File: config.mk
export PLATFORM = sky130hd
export DESIGN_NAME = isqrt_seq_flat
export DESIGN_NICKNAME = d
export VERILOG_FILES = /design/src/rtl/isqrt_seq_if.sv /design/src/rtl/isqrt_seq.sv /design/src/flat_wrapper.sv
export SDC_FILE = /design/constraint.sdc
export NUM_CORES = 1
export LEC_CHECK = 0
export ABC_AREA = 1
export BUFFER_PORTS_ARGS = -buffer_cell sky130_fd_sc_hd__buf_2
export CAP_MARGIN = 20
export CORE_MARGIN = 3
export CORE_UTILIZATION = 30
export CTS_BUF_LIST = sky130_fd_sc_hd__clkbuf_2 sky130_fd_sc_hd__clkbuf_4 sky130_fd_sc_hd__clkbuf_8
export DETAILED_ROUTE_END_ITERATION = 6
export PLACE_DENSITY = 0.51
export SYNTH_ARGS = -nofsm -noshare
export SYNTH_HDL_FRONTEND = slang
export SYNTH_SLANG_ARGS = --single-unit
File: constraint.sdc
create_clock -name clk_i -period 2.6 [get_ports clk_i]
set_input_delay 0.52 -clock clk_i [delete_from_list [all_inputs] [get_ports clk_i]]
set_output_delay 0.52 -clock clk_i [all_outputs]
set_load 0.1 [all_outputs]
File: src/rtl/isqrt_seq_if.sv
// Start/busy job interface for the sequential integer square root.
// The master issues radicands; the slave returns root and remainder.
interface isqrt_seq_if #(
  parameter int WIDTH = 64
);
  logic               start_i;
  logic [WIDTH-1:0]   x_bi;
  logic [WIDTH/2-1:0] y_bo;
  logic [WIDTH/2:0]   rem_bo;
  logic               busy_o;

  modport master (
    output start_i, x_bi,
    input  y_bo, rem_bo, busy_o
  );

  modport slave (
    input  start_i, x_bi,
    output y_bo, rem_bo, busy_o
  );
endinterface

File: src/rtl/isqrt_seq.sv
// Sequential floor(sqrt(x)) with remainder, bit-pair restoring method,
// one root bit per clock; result lands WIDTH/2+1 cycles after start.
module isqrt_seq #(
  parameter int WIDTH = 64
) (
  input  logic        clk_i,
  input  logic        rst_i,
  isqrt_seq_if.slave  bus
);
  localparam int HALF  = WIDTH / 2;
  localparam int CTR_W = (HALF > 1) ? $clog2(HALF) : 1;
  localparam logic [WIDTH-1:0] M_INIT   = WIDTH'(1) << (WIDTH - 2);
  localparam logic [CTR_W-1:0] CTR_LAST = CTR_W'(HALF - 1);

  typedef enum logic [1:0] {
    ST_IDLE = 2'd0,
    ST_WORK = 2'd1,
    ST_END  = 2'd2
  } state_t;

  state_t             state_q, state_d;
  logic [WIDTH-1:0]   x_q, x_d;
  logic [WIDTH-1:0]   y_q, y_d;
  logic [WIDTH-1:0]   m_q, m_d;
  logic [CTR_W-1:0]   ctr_q, ctr_d;
  logic [HALF-1:0]    yo_q, yo_d;
  logic [HALF:0]      rem_q, rem_d;
  logic               busy_q, busy_d;
  logic [WIDTH-1:0]   b;

  always_ff @(posedge clk_i or negedge rst_i) begin
    if (!rst_i) begin
      state_q <= ST_IDLE;
      x_q     <= '0;
      y_q     <= '0;
      m_q     <= '0;
      ctr_q   <= '0;
      yo_q    <= '0;
      rem_q   <= '0;
      busy_q  <= 1'b0;
    end else begin
      state_q <= state_d;
      x_q     <= x_d;
      y_q     <= y_d;
      m_q     <= m_d;
      ctr_q   <= ctr_d;
      yo_q    <= yo_d;
      rem_q   <= rem_d;
      busy_q  <= busy_d;
    end
  end

  always_comb begin
    state_d = state_q;
    x_d     = x_q;
    y_d     = y_q;
    m_d     = m_q;
    ctr_d   = ctr_q;
    yo_d    = yo_q;
    rem_d   = rem_q;
    busy_d  = busy_q;
    b       = y_q | m_q;

    case (state_q)
      ST_IDLE: begin
        if (bus.start_i) begin
          x_d     = bus.x_bi;
          y_d     = '0;
          m_d     = M_INIT;
          ctr_d   = '0;
          busy_d  = 1'b1;
          state_d = ST_WORK;
        end
      end
      ST_WORK: begin
        // Subtraction is only taken when x_q >= b, so it never wraps.
        if (x_q >= b) begin
          x_d = x_q - b;
          y_d = (y_q >> 1) | m_q;
        end else begin
          y_d = y_q >> 1;
        end
        m_d   = m_q >> 2;
        ctr_d = ctr_q + CTR_W'(1);
        if (ctr_q == CTR_LAST) begin
          state_d = ST_END;
        end
      end
      ST_END: begin
        yo_d    = y_q[HALF-1:0];
        rem_d   = x_q[HALF:0];
        busy_d  = 1'b0;
        state_d = ST_IDLE;
      end
      default: begin
        state_d = ST_IDLE;
      end
    endcase
  end

  assign bus.y_bo   = yo_q;
  assign bus.rem_bo = rem_q;
  assign bus.busy_o = busy_q;
endmodule

File: src/flat_wrapper.sv
// flat-port wrapper written by rule: the top's interface ports become plain ports
module isqrt_seq_flat 
#(
  parameter int WIDTH = 64
)
  (clk_i, rst_i, bus_start_i, bus_x_bi, bus_y_bo, bus_rem_bo, bus_busy_o);
  isqrt_seq_if #(.WIDTH(WIDTH)) bus_i ();
  input  logic clk_i;
  input  logic rst_i;
  input wire logic [$bits(bus_i.start_i)-1:0] bus_start_i;
  input wire logic [$bits(bus_i.x_bi)-1:0] bus_x_bi;
  output wire logic [$bits(bus_i.y_bo)-1:0] bus_y_bo;
  output wire logic [$bits(bus_i.rem_bo)-1:0] bus_rem_bo;
  output wire logic [$bits(bus_i.busy_o)-1:0] bus_busy_o;
  assign bus_i.start_i = bus_start_i;
  assign bus_i.x_bi = bus_x_bi;
  assign bus_y_bo = bus_i.y_bo;
  assign bus_rem_bo = bus_i.rem_bo;
  assign bus_busy_o = bus_i.busy_o;
  isqrt_seq #(.WIDTH(WIDTH)) u_core (.clk_i(clk_i), .rst_i(rst_i), .bus(bus_i));
endmodule
# Yosys cells after proc, flatten, opt, wreduce, memory -nomap -nowiden
# Cells that the tools add are included.
[word_totals]
register_bits = 265
output_inout_bits = 66
ram_bits = 0
mem_count = 0
latch_bits = 0
mem_bits_ro = 0
inputBits = 67
[classes]
mul = 0
addsub = 2
reduce_logical = 7
div_mod_pow = 0
n_shift = 0
bitwise = 2
n_lt_le_gt_ge = 1
eq_ne = 6
n_mux = 15
[op_table]
columns = ["op", "n"]
rows = [
  ["$pmux 64 s2", 3],
  ["$mux 64", 5],
  ["$ge 64x64->1", 1],
  ["$or 63x64->64", 1],
  ["$or 64x64->64", 1],
  ["$sub 64x64->64", 1],
  ["$pmux 5 s2", 1],
  ["$reduce_and 2->1", 3],
  ["$add 5x1->5 const B", 1],
  ["$eq 5x5->1 const B", 1],
  ["$mux 5", 1],
  ["$mux 2", 2],
  ["$ne 2x1->1 const B", 2],
  ["$pmux 2 s2", 1],
  ["$reduce_bool 2->1", 2],
  ["$reduce_and 3->1", 1],
  ["$eq 2x1->1 const B", 1],
  ["$eq 2x2->1 const B", 1],
  ["$logic_not 2->1", 1],
  ["$ne 2x2->1 const B", 1],
  ["$pmux 1 s2", 1],
  ["$mux 1", 1],
]

# Logic depth before layout (Yosys ltp)
# Gate-level depths: netlist (run 1).
[logic_depth]
ltp_word = 4
depth_mapped = 21

# Least setup slack after synthesis (run 1)
# OpenSTA, ideal clock, no wires.
[synth_path]
path_type = "register to register"
from = "register u_core.m_q[0]"
to = "register u_core.x_q[49]"
path_slack_ns = 0.209
path_buffers = 2
t_arrival_ns = 2.325
t_required_ns = 2.534
path_stages_with_launch = 22
path_cell_list = "dfrtp_1 -> inv_1 -> nand2_1 -> ha_1 -> fa_1 -> inv_1 -> nand3_1 -> nand3_1 -> nand2_1 -> nand2_1 -> nand2_1 -> nand2_1 -> nand2_1 -> nand3_1 -> nand2_1 -> nand3_2 -> nand2_4 -> inv_2 -> buf_6 -> buf_6 -> nand2_1 -> nand2_1"
[synth_between]
elab_chain_cells = 4
[synth_lines]
columns = ["item", "line_no", "rtl"]
rows = [
  ["from (decl)", "isqrt_seq.sv:24", "logic [WIDTH-1:0] m_q, m_d;"],
  ["from (signal assigned)", "isqrt_seq.sv:45", "m_q <= m_d;"],
  ["$or 64x64->64 *", "isqrt_seq.sv:62", "b = y_q | m_q;"],
  ["$sub 64x64->64 / $ge 64x64->1 (equally long branches)", "isqrt_seq.sv:78, isqrt_seq.sv:77", ""],
  ["$mux 64 / $ne 2x1->1 (equally long branches)", "-", ""],
  ["$pmux 64 s2 / $reduce_and 3->1 (equally long branches)", "-", ""],
  ["to (signal assigned)", "isqrt_seq.sv:34", "x_q <= '0;"],
  ["to (signal assigned)", "isqrt_seq.sv:43", "x_q <= x_d;"],
  ["to (decl)", "isqrt_seq.sv:22", "logic [WIDTH-1:0] x_q, x_d;"],
]
# Every way passes the cells marked *; elsewhere a longest branch is shown, timed or not. The select of a mux whose other input is x is not followed.
# A chain may end at the register's enable or synchronous reset.

# Final worst setup path (run 1)
[layout_path]
from = "register u_core.m_q[0]"
to = "register u_core.x_q[55]"
# Same word-level chain as after synthesis.

==> flow_summary_export.csv, run 1 <==
group,metric,value,unit
timing,worst_slew_pin_slew,0.684,ns
global_routing,track_usage,0.208,
cells_and_area,final_area,19800,um^2
cells_and_area,antennaDiodeCount,0,
floorplanning,die_h,234,um
place,hpwl,44.0,mm
detailed_routing,drt_wl_total,57.9,mm
worst_setup_path,cp_common_cell,"nand2_2",
detailed_routing,dr.pass1.iters,5,
place,dp.cells,3254,
logic_synthesis,synthesis.area,15600,um^2
worst_setup_path,cpMaxStageDelayCell,"fa_2",
global_routing,grt_first_pass_wirelength,86.9,mm
cells_and_area,fin_nets,2781,
detailed_routing,drc,0,
timing,final_max_slew_viol_count,0,
timing,setup_viol,0,
cells_and_area,instances_no_fill,3353,
logic_synthesis,yosysWarnings,0,
logic_synthesis,synth_top_cell_by_area,"dfrtp_1",
worst_setup_path,cp.required,3.14,ns
clocking,clock_sinks,232,
cells_and_area,synthToLayoutAreaGrowth,27.0,%
clocking,cts_made_buffers,45,
global_routing,grt_max_degree,91,
worst_setup_path,cp_cell_sequence,"inv_2 -> nand2_2 -> ha_4 -> fa_2 -> inv_2 -> nand3_2 -> nand3_2 -> nand2_2 -> nand2_2 -> nand2_2 -> nand2_2 -> nand2_2 -> nand3_2 -> nand2_2 -> nand3_2 -> nand2_4 -> clkinv_8 -> clkbuf_16 -> nand2_2 -> nand2_1",
clocking,clockBufferDepth,3,
place,place_area,17700,um^2
global_routing,antenna_found_initial,0,
worst_setup_path,critPathKind,"flip-flop to flip-flop",
place,pre_cts_slack,-0.0895,ns
timing,rsz0062_at_grt,"yes",
logic_synthesis,synth-seq-cells,232,
timing,setup_ws,0.0862,ns
worst_setup_path,start_kind,"flip-flop",
run,maxCapViolCount,0,
floorplanning,fp.dieW,234,um
clocking,cts.clk_slew.worst_paths,0.06,ns
worst_setup_path,worst_path_largest_cell_delay,0.40,ns
clocking,cts_tree,"yes",
hold_path,hold_class,"input port to flip-flop",
detailed_routing,routedWlPerCell,17.3,um
worst_setup_path,r2r_cells,20,
logic_synthesis,synth_edf_count,0,
logic_synthesis,synthFlopType,"dfrtp_1",
logic_synthesis,synth.top_cell.area_share,0.373,
floorplanning,rows,82,
timing,period_share,0.967,
logic_synthesis,ys_seq_area_frac,0.373,
clocking,worstSkewPairLatency,0.62,ns
status,outcome,"finished clean",
floorplanning,dieArea,54700,um^2
worst_setup_path,end_kind,"flip-flop",
timing,min_period,2.51,ns
place,globalplace.congestion,0.966,
logic_synthesis,syn-instance-count,2423,
timing,skew,0.0273,ns
place,io_buffer_count,132,
cells_and_area,layout-drive-gt1-share,0.207,
worst_setup_path,worstPathArrival,3.05,ns
global_routing,overflow,0,
timing,max_clock_freq,398,MHz
clocking,htree_levels,2,
detailed_routing,via_per_inst,4.64,
logic_synthesis,async_flop_share,1.00,
floorplanning,io_pins,133,
floorplanning,initial_core_util,0.307,
detailed_routing,via_count,15600,
timing,hold_viol,0,
detailed_routing,drtIter0Drc,1024,
hold_path,hold_depth,5,
global_routing,grt_pass1_vias,15100,
logic_synthesis,ys_top_cells_by_area,"dfrtp_1 (37%), nand2_1 (25%), inv_1 (11%)",
logic_synthesis,syn_avg_cell_area,6.43,um^2
detailed_routing,drtAntennaViolNets,0,
worst_setup_path,crit_path_max_fanout,8,
clocking,cts_root_buf,"clkbuf_8",
timing,slew_headroom,0.544,
logic_synthesis,synth_nets,2556,
timing,whs,0.200,ns
floorplanning,coreArea,50700,um^2
logic_synthesis,synth_cell_types,35,
==> logic make-up after synthesis <==
| logic type | count (synthesis) | synth area share |
|---|---|---|
| flops | 232 | 0.373 |
| mux | 1 | 0.000642 |
| simple gates | 1345 | 0.342 |
| compound gates | 250 | 0.0961 |
| fa+ha+maj | 66 | 0.0535 |
| xor+xnor | 15 | 0.00843 |
| buf+inv | 514 | 0.127 |
==> synth_stat cells, types with 7 or more instances <==
library cell     n
a21oi_1         50
a31o_2          30
buf_1            7
buf_2           10
clkbuf_1        46
dfrtp_1        232
ha_1            65
inv_1          441
nand2_1       1036
nand3_1         99
nand3b_1         7
nand4_1         12
nor2_1         151
nor3_1          15
o21ai_0         70
o22ai_1         94
or2_2            8
xnor2_1         11
==> layout by cell type, fill, tap and decap left out, drive strengths merged, types with 7 or more instances in the layout <==
master	instances
dfrtp	232
a21oi	51
buf	243
clkbuf	69
or2	8
nor2	158
ha	65
a31o	30
nand3b	7
nor3	15
o22ai	94
xnor2	11
o21ai	70
nand4	12
nand2	1038
inv	447
nand3	100
==> worst max-delay path, delay by kind of cell, from the launching register on <==
family                     cells  cell delay, ns
DFF                            1            0.38
and+or+nand+nor               14            1.01
buffers and inverters          4            0.48
adders and majority gates      2            0.56
==> timing repair <==
item,CTS,global route
gates cloned,3,2
endpoints found under the hold margin,71,0
hold buffers,1,0
resized for setup,15,193
setup buffers,1,12
setup endpoints to repair,61,96
pin swaps,1,24
==> state kept, by name, summed over array words and instances, names as in the netlist <==
| signal | count |
|---|---|
| u_core.state_q | 2 |
| u_core.bus.y_bo | 32 |
| u_core.x_q | 64 |
| u_core.ctr_q | 5 |
| u_core.bus.busy_o | 1 |
| u_core.m_q | 32 |
| u_core.y_q | 63 |
| u_core.bus.rem_bo | 33 |
==> through the flow <==
step	TNS, ns	utilization
after CTS	0	0.372
final	0	0.390
after floorplan	0	-
after global routing	-1.61	0.390
after detailed placement	-0.424	0.349
after global placement	-0.244	0.349
==> path summary, 6_finish.rpt <==
kind                                       start               endpoint  slack, ns
hold / removal                      bus_x_bi[63]         u_core.x_q[63]       0.20
min in group asynchronous                  rst_i  u_core.bus.rem_bo[10]       0.51
max in group asynchronous                  rst_i         u_core.x_q[52]       1.28
setup / recovery                   u_core.m_q[0]         u_core.x_q[55]       0.09
setup reg to reg                   u_core.m_q[0]         u_core.x_q[55]       0.09
hold reg to reg            u_core.bus.rem_bo[21]  u_core.bus.rem_bo[21]       0.46
==> routing by layer <==
| metal | up-vias | part of all wire | track usage | routed length [um] |
|---|---|---|---|---|
| met1 | 7235 | 0.46 | 0.280 | 26800 |
| met2 | 343 | 0.46 | 0.338 | 26400 |
| met4 | 0 | 0.041 | 0.0813 | 2360 |
| li1 | 7901 | - | - | - |
| met3 | 91 | 0.041 | 0.0283 | 2350 |
| met5 | - | 0 | 0 | 0 |
==> layout make-up <==
| class | count | area (um^2) |
|---|---|---|
| Fill cell | 5502 | 30900 |
| Multi-Input combinational cell | 1677 | 8560 |
| Sequential cell | 232 | 5810 |
| Timing Repair Buffer | 246 | 1840 |
| Inverter | 446 | 1690 |
| Clock buffer | 67 | 853 |
| Tap cell | 672 | 841 |
| Clock inverter | 13 | 191 |
Power of run 1 is left out: the tool's default activity adds up to more than one toggle a clock period on the data nets, which glitch-free logic cannot reach.
==> run 2: changes to the inputs <==
--- a/config.mk
+++ b/config.mk
@@ -9,10 +9,10 @@
 export BUFFER_PORTS_ARGS = -buffer_cell sky130_fd_sc_hd__buf_2
 export CAP_MARGIN = 20
 export CORE_MARGIN = 3
-export CORE_UTILIZATION = 30
+export CORE_UTILIZATION = 49
 export CTS_BUF_LIST = sky130_fd_sc_hd__clkbuf_2 sky130_fd_sc_hd__clkbuf_4 sky130_fd_sc_hd__clkbuf_8
 export DETAILED_ROUTE_END_ITERATION = 6
-export PLACE_DENSITY = 0.51
+export PLACE_DENSITY = 0.73
 export SYNTH_ARGS = -nofsm -noshare
 export SYNTH_HDL_FRONTEND = slang
 export SYNTH_SLANG_ARGS = --single-unit
==> run 2 against run 1 <==
  * Hold slack gained 0.059 ns
  * Core utilization increased by 22 points
  * Die area shrank 38%
  * Routed wire length fell by 8.8%
  * Global-route usage up 9.1 points
  * Critical endpoint is now u_core.x_q[27]
  * Largest cell class unchanged
==> flow_summary_export.csv, run 2 (synthesis gave the netlist of run 1 again) <==
group,metric,value,unit
place,hpwl,39.7,mm
global_routing,grt_max_degree,101,
cells_and_area,layout-drive-gt1-share,0.180,
cells_and_area,fin_nets,2760,
worst_setup_path,cp.required,3.08,ns
floorplanning,io_pins,133,
floorplanning,die_h,184,um
detailed_routing,drc,0,
global_routing,track_usage,0.298,
cells_and_area,top_register,"u_core.x_q",
status,outcome,"finished clean",
detailed_routing,drtIter0Drc,1399,
place,pre_cts_slack,0.0145,ns
cells_and_area,final_cell_mix,"nand2_1 (1000), inv_1 (433), dfrtp_1 (230), buf_2 (131), nor2_1 (116)",
clocking,worstSkewPairLatency,0.58,ns
floorplanning,rows,64,
worst_setup_path,start_kind,"flip-flop",
worst_setup_path,end_kind,"flip-flop",
place,dp.cells,2959,
detailed_routing,routedWlPerCell,17.3,um
worst_setup_path,worstPathArrival,3.02,ns
timing,whs,0.259,ns
clocking,clockBufferDepth,3,
cells_and_area,synthToLayoutAreaGrowth,21.1,%
floorplanning,fp.dieW,184,um
detailed_routing,via_per_inst,5.22,
place,globalplace.congestion,0.999,
global_routing,overflow,0,
timing,slew_headroom,0.401,
timing,max_clock_freq,394,MHz
cells_and_area,final_common_cell,"nand2_1",
cells_and_area,largest_reg_flops,64,
clocking,cts_root_buf,"clkbuf_8",
floorplanning,dieArea,34000,um^2
detailed_routing,drtAntennaViolNets,0,
clocking,cts_made_buffers,41,
detailed_routing,dr.pass1.iters,6,
timing,worst_slew_pin_slew,0.899,ns
global_routing,antenna_found_initial,0,
floorplanning,coreArea,31000,um^2
detailed_routing,drt_wl_total,52.8,mm
worst_setup_path,critPathKind,"flip-flop to flip-flop",
hold_path,hold_class,"input port to flip-flop",
run,maxCapViolCount,0,
timing,final_max_slew_viol_count,0,
timing,period_share,0.975,
timing,setup_ws,0.0645,ns
floorplanning,initial_core_util,0.503,
clocking,cts_tree,"yes",
worst_setup_path,crit_path_max_fanout,11,
clocking,cts.clk_slew.worst_paths,0.06,ns
clocking,htree_levels,2,
cells_and_area,instances_no_fill,3042,
cells_and_area,final_area,18900,um^2
global_routing,grt_first_pass_wirelength,80.3,mm
timing,hold_viol,0,
timing,setup_viol,0,
timing,min_period,2.54,ns
clocking,clock_sinks,232,
global_routing,grt_pass1_vias,15300,
place,io_buffer_count,132,
place,place_area,17200,um^2
cells_and_area,antennaDiodeCount,0,
timing,skew,0.0360,ns
detailed_routing,via_count,15900,
-- run 2: cell count changes in the layout (fill, tap and decap cells not counted), sizes merged --
cell      change
buf          -22
clkbuf        -6
bufinv        -3
clkinv        -3
clkinvlp      -2
inv           +1
-- run 2: final timing paths --
| check | from | endpoint | slack, ns | depth (start not counted) |
|---|---|---|---|---|
| max reg2reg | u_core.m_q[0] | u_core.x_q[27] | 0.06 | 20 |
| max in group asynchronous | rst_i | u_core.x_q[62] | 1.34 | 3 |
| min reg2reg | u_core.bus.rem_bo[24] | u_core.bus.rem_bo[24] | 0.46 | 2 |
| min in group asynchronous | rst_i | u_core.bus.y_bo[14] | 0.49 | 2 |
| min | bus_x_bi[14] | u_core.x_q[14] | 0.26 | 5 |
| max | u_core.m_q[0] | u_core.x_q[27] | 0.06 | 20 |
-- run 2: repair_timing --
| action | 4_1_cts | 5_1_grt |
|---|---|---|
| hold endpoints to repair | 52 | 0 |
| setup endpoints to repair | 39 | 96 |
| pin swaps | 1 | 17 |
| hold buffers | 1 | 0 |
| gates cloned | 0 | 8 |
| setup buffers | 0 | 12 |
| resized for setup | 3 | 156 |
-- run 2: final cells by class --
class                           count  area [um^2]
Clock inverter                      6         65.1
Multi-Input combinational cell   1677         8390
Fill cell                        3039        12100
Clock buffer                       56          708
Tap cell                          396          495
Sequential cell                   232         5810
Inverter                          446         1700
Timing Repair Buffer              229         1710
-- run 2: routing by layer --
metal / GRT usage / vias up / wire length (um)
met3: 0.0355 / 96 / 3110
met5: 0 / - / 0
met4: 0.100 / 0 / 1690
met1: 0.393 / 7384 / 22600
li1: - / 7855 / -
met2: 0.511 / 545 / 25300
-- run 2: metrics by stage --
stage           util  setup TNS, ns
2_1_floorplan      -              0
3_3_place_gp   0.555              0
3_5_place_dp   0.555              0
4_1_cts        0.581              0
5_1_grt        0.609          -1.15
6_report       0.609              0
-- run 2: critical path: stages (launching register included) --
cell and delay (ns):
dfrtp_1 0.39, inv_2 0.07, nand2_2 0.06, ha_4 0.17
fa_2 0.38, inv_2 0.07, nand3_1 0.07, nand3_2 0.07
nand2_1 0.07, nand2_2 0.09, nand2_1 0.06, nand2_2 0.07
nand2_2 0.06, nand3_2 0.06, nand2_2 0.08, nand3_4 0.09
nand2_8 0.14, inv_16 0.15, buf_12 0.16, nand2_1 0.07
nand2_1 0.07
Power of run 2 is left out for the same reason.
==> run 3: changes to the inputs <==
--- a/config.mk
+++ b/config.mk
@@ -12,7 +12,9 @@
 export CORE_UTILIZATION = 49
 export CTS_BUF_LIST = sky130_fd_sc_hd__clkbuf_2 sky130_fd_sc_hd__clkbuf_4 sky130_fd_sc_hd__clkbuf_8
 export DETAILED_ROUTE_END_ITERATION = 6
+export GPL_TIMING_DRIVEN = 0
 export PLACE_DENSITY = 0.73
+export REMOVE_ABC_BUFFERS = 1
 export SYNTH_ARGS = -nofsm -noshare
 export SYNTH_HDL_FRONTEND = slang
 export SYNTH_SLANG_ARGS = --single-unit
==> run 3 against run 2 <==
  * The flow now finishes with violations (negative hold slack, negative setup slack)
  * Setup slack worse by 0.15 ns
  * Critical path depth down 3
  * Clock skew down 0.0053 ns
  * Critical path type unchanged
  * Largest cell class unchanged
==> flow_summary_export.csv, run 3 (synthesis gave the netlist of run 1 again) <==
group,metric,value,unit
timing,rsz0062_at_grt,"yes",
floorplanning,dieArea,34000,um^2
cells_and_area,synthToLayoutAreaGrowth,24.8,%
floorplanning,coreArea,31000,um^2
detailed_routing,drt_wl_total,53.6,mm
timing,whs,-0.0246,ns
worst_setup_path,cp_common_cell,"nand2_1",
place,hpwl,36.3,mm
clocking,clock_sinks,232,
timing,hold_viol,8,
timing,period_share,1.03,
place,pre_cts_slack,-1.88,ns
cells_and_area,fillers,2934,
floorplanning,rows,64,
status,violations,"negative hold slack, negative setup slack",
clocking,cts_root_buf,"clkbuf_8",
worst_setup_path,cp.required,3.03,ns
timing,min_period,2.68,ns
global_routing,track_usage,0.297,
timing,final_max_slew_viol_count,0,
detailed_routing,drc,0,
global_routing,antenna_found_initial,1,
floorplanning,fp.dieW,184,um
cells_and_area,multi_input_area,9200,um^2
detailed_routing,drtIter0Drc,1147,
clocking,clockBufferDepth,3,
worst_setup_path,worstPathArrival,3.12,ns
cells_and_area,antennaDiodeCount,0,
worst_setup_path,crit_path_max_fanout,7,
global_routing,overflow,0,
detailed_routing,drtAntennaViolNets,0,
place,globalplace.congestion,1.00,
clocking,cts_tree,"yes",
worst_setup_path,cp_num_buf_inv,3,
worst_setup_path,worst_path_largest_cell_delay,0.41,ns
worst_setup_path,start_kind,"flip-flop",
floorplanning,io_pins,133,
floorplanning,initial_core_util,0.503,
timing,worst_slew_pin_slew,0.892,ns
worst_setup_path,path_delay_family,"simple AND/OR/NAND/NOR gates",
global_routing,grt_max_degree,122,
timing,slew_headroom,0.406,
cells_and_area,top_register,"u_core.x_q",
cells_and_area,final_common_cell,"nand2_1",
floorplanning,die_h,184,um
clocking,ctsHoldBuffers,0,
worst_setup_path,r2r-end,"u_core.x_q[53]",
cells_and_area,fin_nets,2730,
cells_and_area,seqCellArea,5810,um^2
clocking,worstSkewPairLatency,0.57,ns
worst_setup_path,r2r_cells,17,
place,io_buffer_count,132,
status,outcome,"finished, violations left",
worst_setup_path,cpMaxStageDelayCell,"dfrtp_1",
global_routing,grt_pass1_vias,14700,
timing,setup_ws,-0.0824,ns
run,maxCapViolCount,0,
cells_and_area,largest_reg_flops,64,
timing,setup_viol,21,
cells_and_area,finish.utilization,0.627,
clocking,cts.clk_slew.worst_paths,0.06,ns
worst_setup_path,r2r-start,"u_core.m_q[34]",
detailed_routing,via_count,15800,
worst_setup_path,cp_cell_sequence,"nor2_2 -> ha_4 -> nand2_4 -> inv_1 -> nand2_1 -> nand2_1 -> nand2_1 -> nand2_1 -> a21oi_2 -> nor2_2 -> nor2_4 -> nand3_4 -> nand2_8 -> buf_16 -> clkinv_16 -> nand2_2 -> nand2_1",
clocking,cts_made_buffers,39,
cells_and_area,layout-drive-gt1-share,0.214,
detailed_routing,dr.pass1.iters,5,
worst_setup_path,end_kind,"flip-flop",
clocking,htree_levels,2,
global_routing,grt_first_pass_wirelength,79.2,mm
detailed_routing,via_per_inst,5.22,
cells_and_area,final_cell_mix,"nand2_1 (914), inv_1 (422), dfrtp_1 (232), buf_2 (131), nor2_1 (119)",
place,dp.cells,2890,
worst_setup_path,critPathKind,"flip-flop to flip-flop",
timing,skew,0.0307,ns
worst_setup_path,regToRegSetupSlack,-0.08,ns
hold_path,hold_class,"input port to asynchronous set/reset pin",
cells_and_area,instances_no_fill,3018,
timing,max_clock_freq,373,MHz
detailed_routing,routedWlPerCell,17.8,um
run 3: cell count changes in the layout (fill, tap and decap cells not counted), sizes merged:
cell and change:
clkinv +8, nor2 +1, nand2 +11, dlygate4sd3 -1, clkinvlp +1, bufinv -1, buf -39, clkbuf -4
run 3: how the worst max path moves through the flow:
stage,startpoint,end,slack [ns],depth (start not counted)
2_1_floorplan,u_core.state_q[0],u_core.x_q[27],-7.82,8
3_3_place_gp,u_core.state_q[0],u_core.x_q[47],-17.04,8
3_5_place_dp,u_core.state_q[0],u_core.x_q[49],-1.88,9
4_1_cts,u_core.m_q[0],u_core.x_q[63],-0.02,20
5_1_grt,u_core.m_q[34],u_core.x_q[36],-0.17,17
6_report,u_core.m_q[34],u_core.x_q[53],-0.08,17
run 3: routing by layer:
layer / GRT usage / share of wire / wire length [um]
met5: 0 / 0.00021 / 11
met1: 0.396 / 0.43 / 23300
met3: 0.0412 / 0.052 / 2790
met2: 0.501 / 0.47 / 25300
met4: 0.0974 / 0.042 / 2270
run 3: timing repair:
action / 4_1_cts / 5_1_grt
endpoints found under the setup margin: 134 / 85
buffers inserted: 18 / 25
gates cloned: 11 / 8
pin swaps: 13 / 62
resized for setup: 76 / 274
run 3: final cells by class:
class	count	area share
Multi-Input combinational cell	1689	0.473
Inverter	446	0.0878
Tap cell	396	0.0255
Sequential cell	232	0.299
Timing Repair inverter	7	0.00817
Clock buffer	59	0.0385
Timing Repair Buffer	182	0.0659
Clock inverter	7	0.00212
run 3: worst register-to-register path: stages (launching register included):
cell and delay, ns:
dfrtp_1 0.41, nor2_2 0.16, ha_4 0.24, nand2_4 0.09
inv_1 0.04, nand2_1 0.07, nand2_1 0.07, nand2_1 0.07
nand2_1 0.08, a21oi_2 0.20, nor2_2 0.07, nor2_4 0.17
nand3_4 0.22, nand2_8 0.16, buf_16 0.22, clkinv_16 0.13
nand2_2 0.12, nand2_1 0.05
run 3: stage by stage:
stage          TNS [ns]  area, um^2  hold slack, ns
2_1_floorplan  -1152.37       15300           0.224
3_3_place_gp   -3334.25       16400           0.448
3_5_place_dp    -131.77       16600           0.454
4_1_cts          -0.204       18000          0.0417
5_1_grt           -5.98       19400          0.0492
6_report         -0.841       19400         -0.0246
Power of run 3 is left out for the same reason.
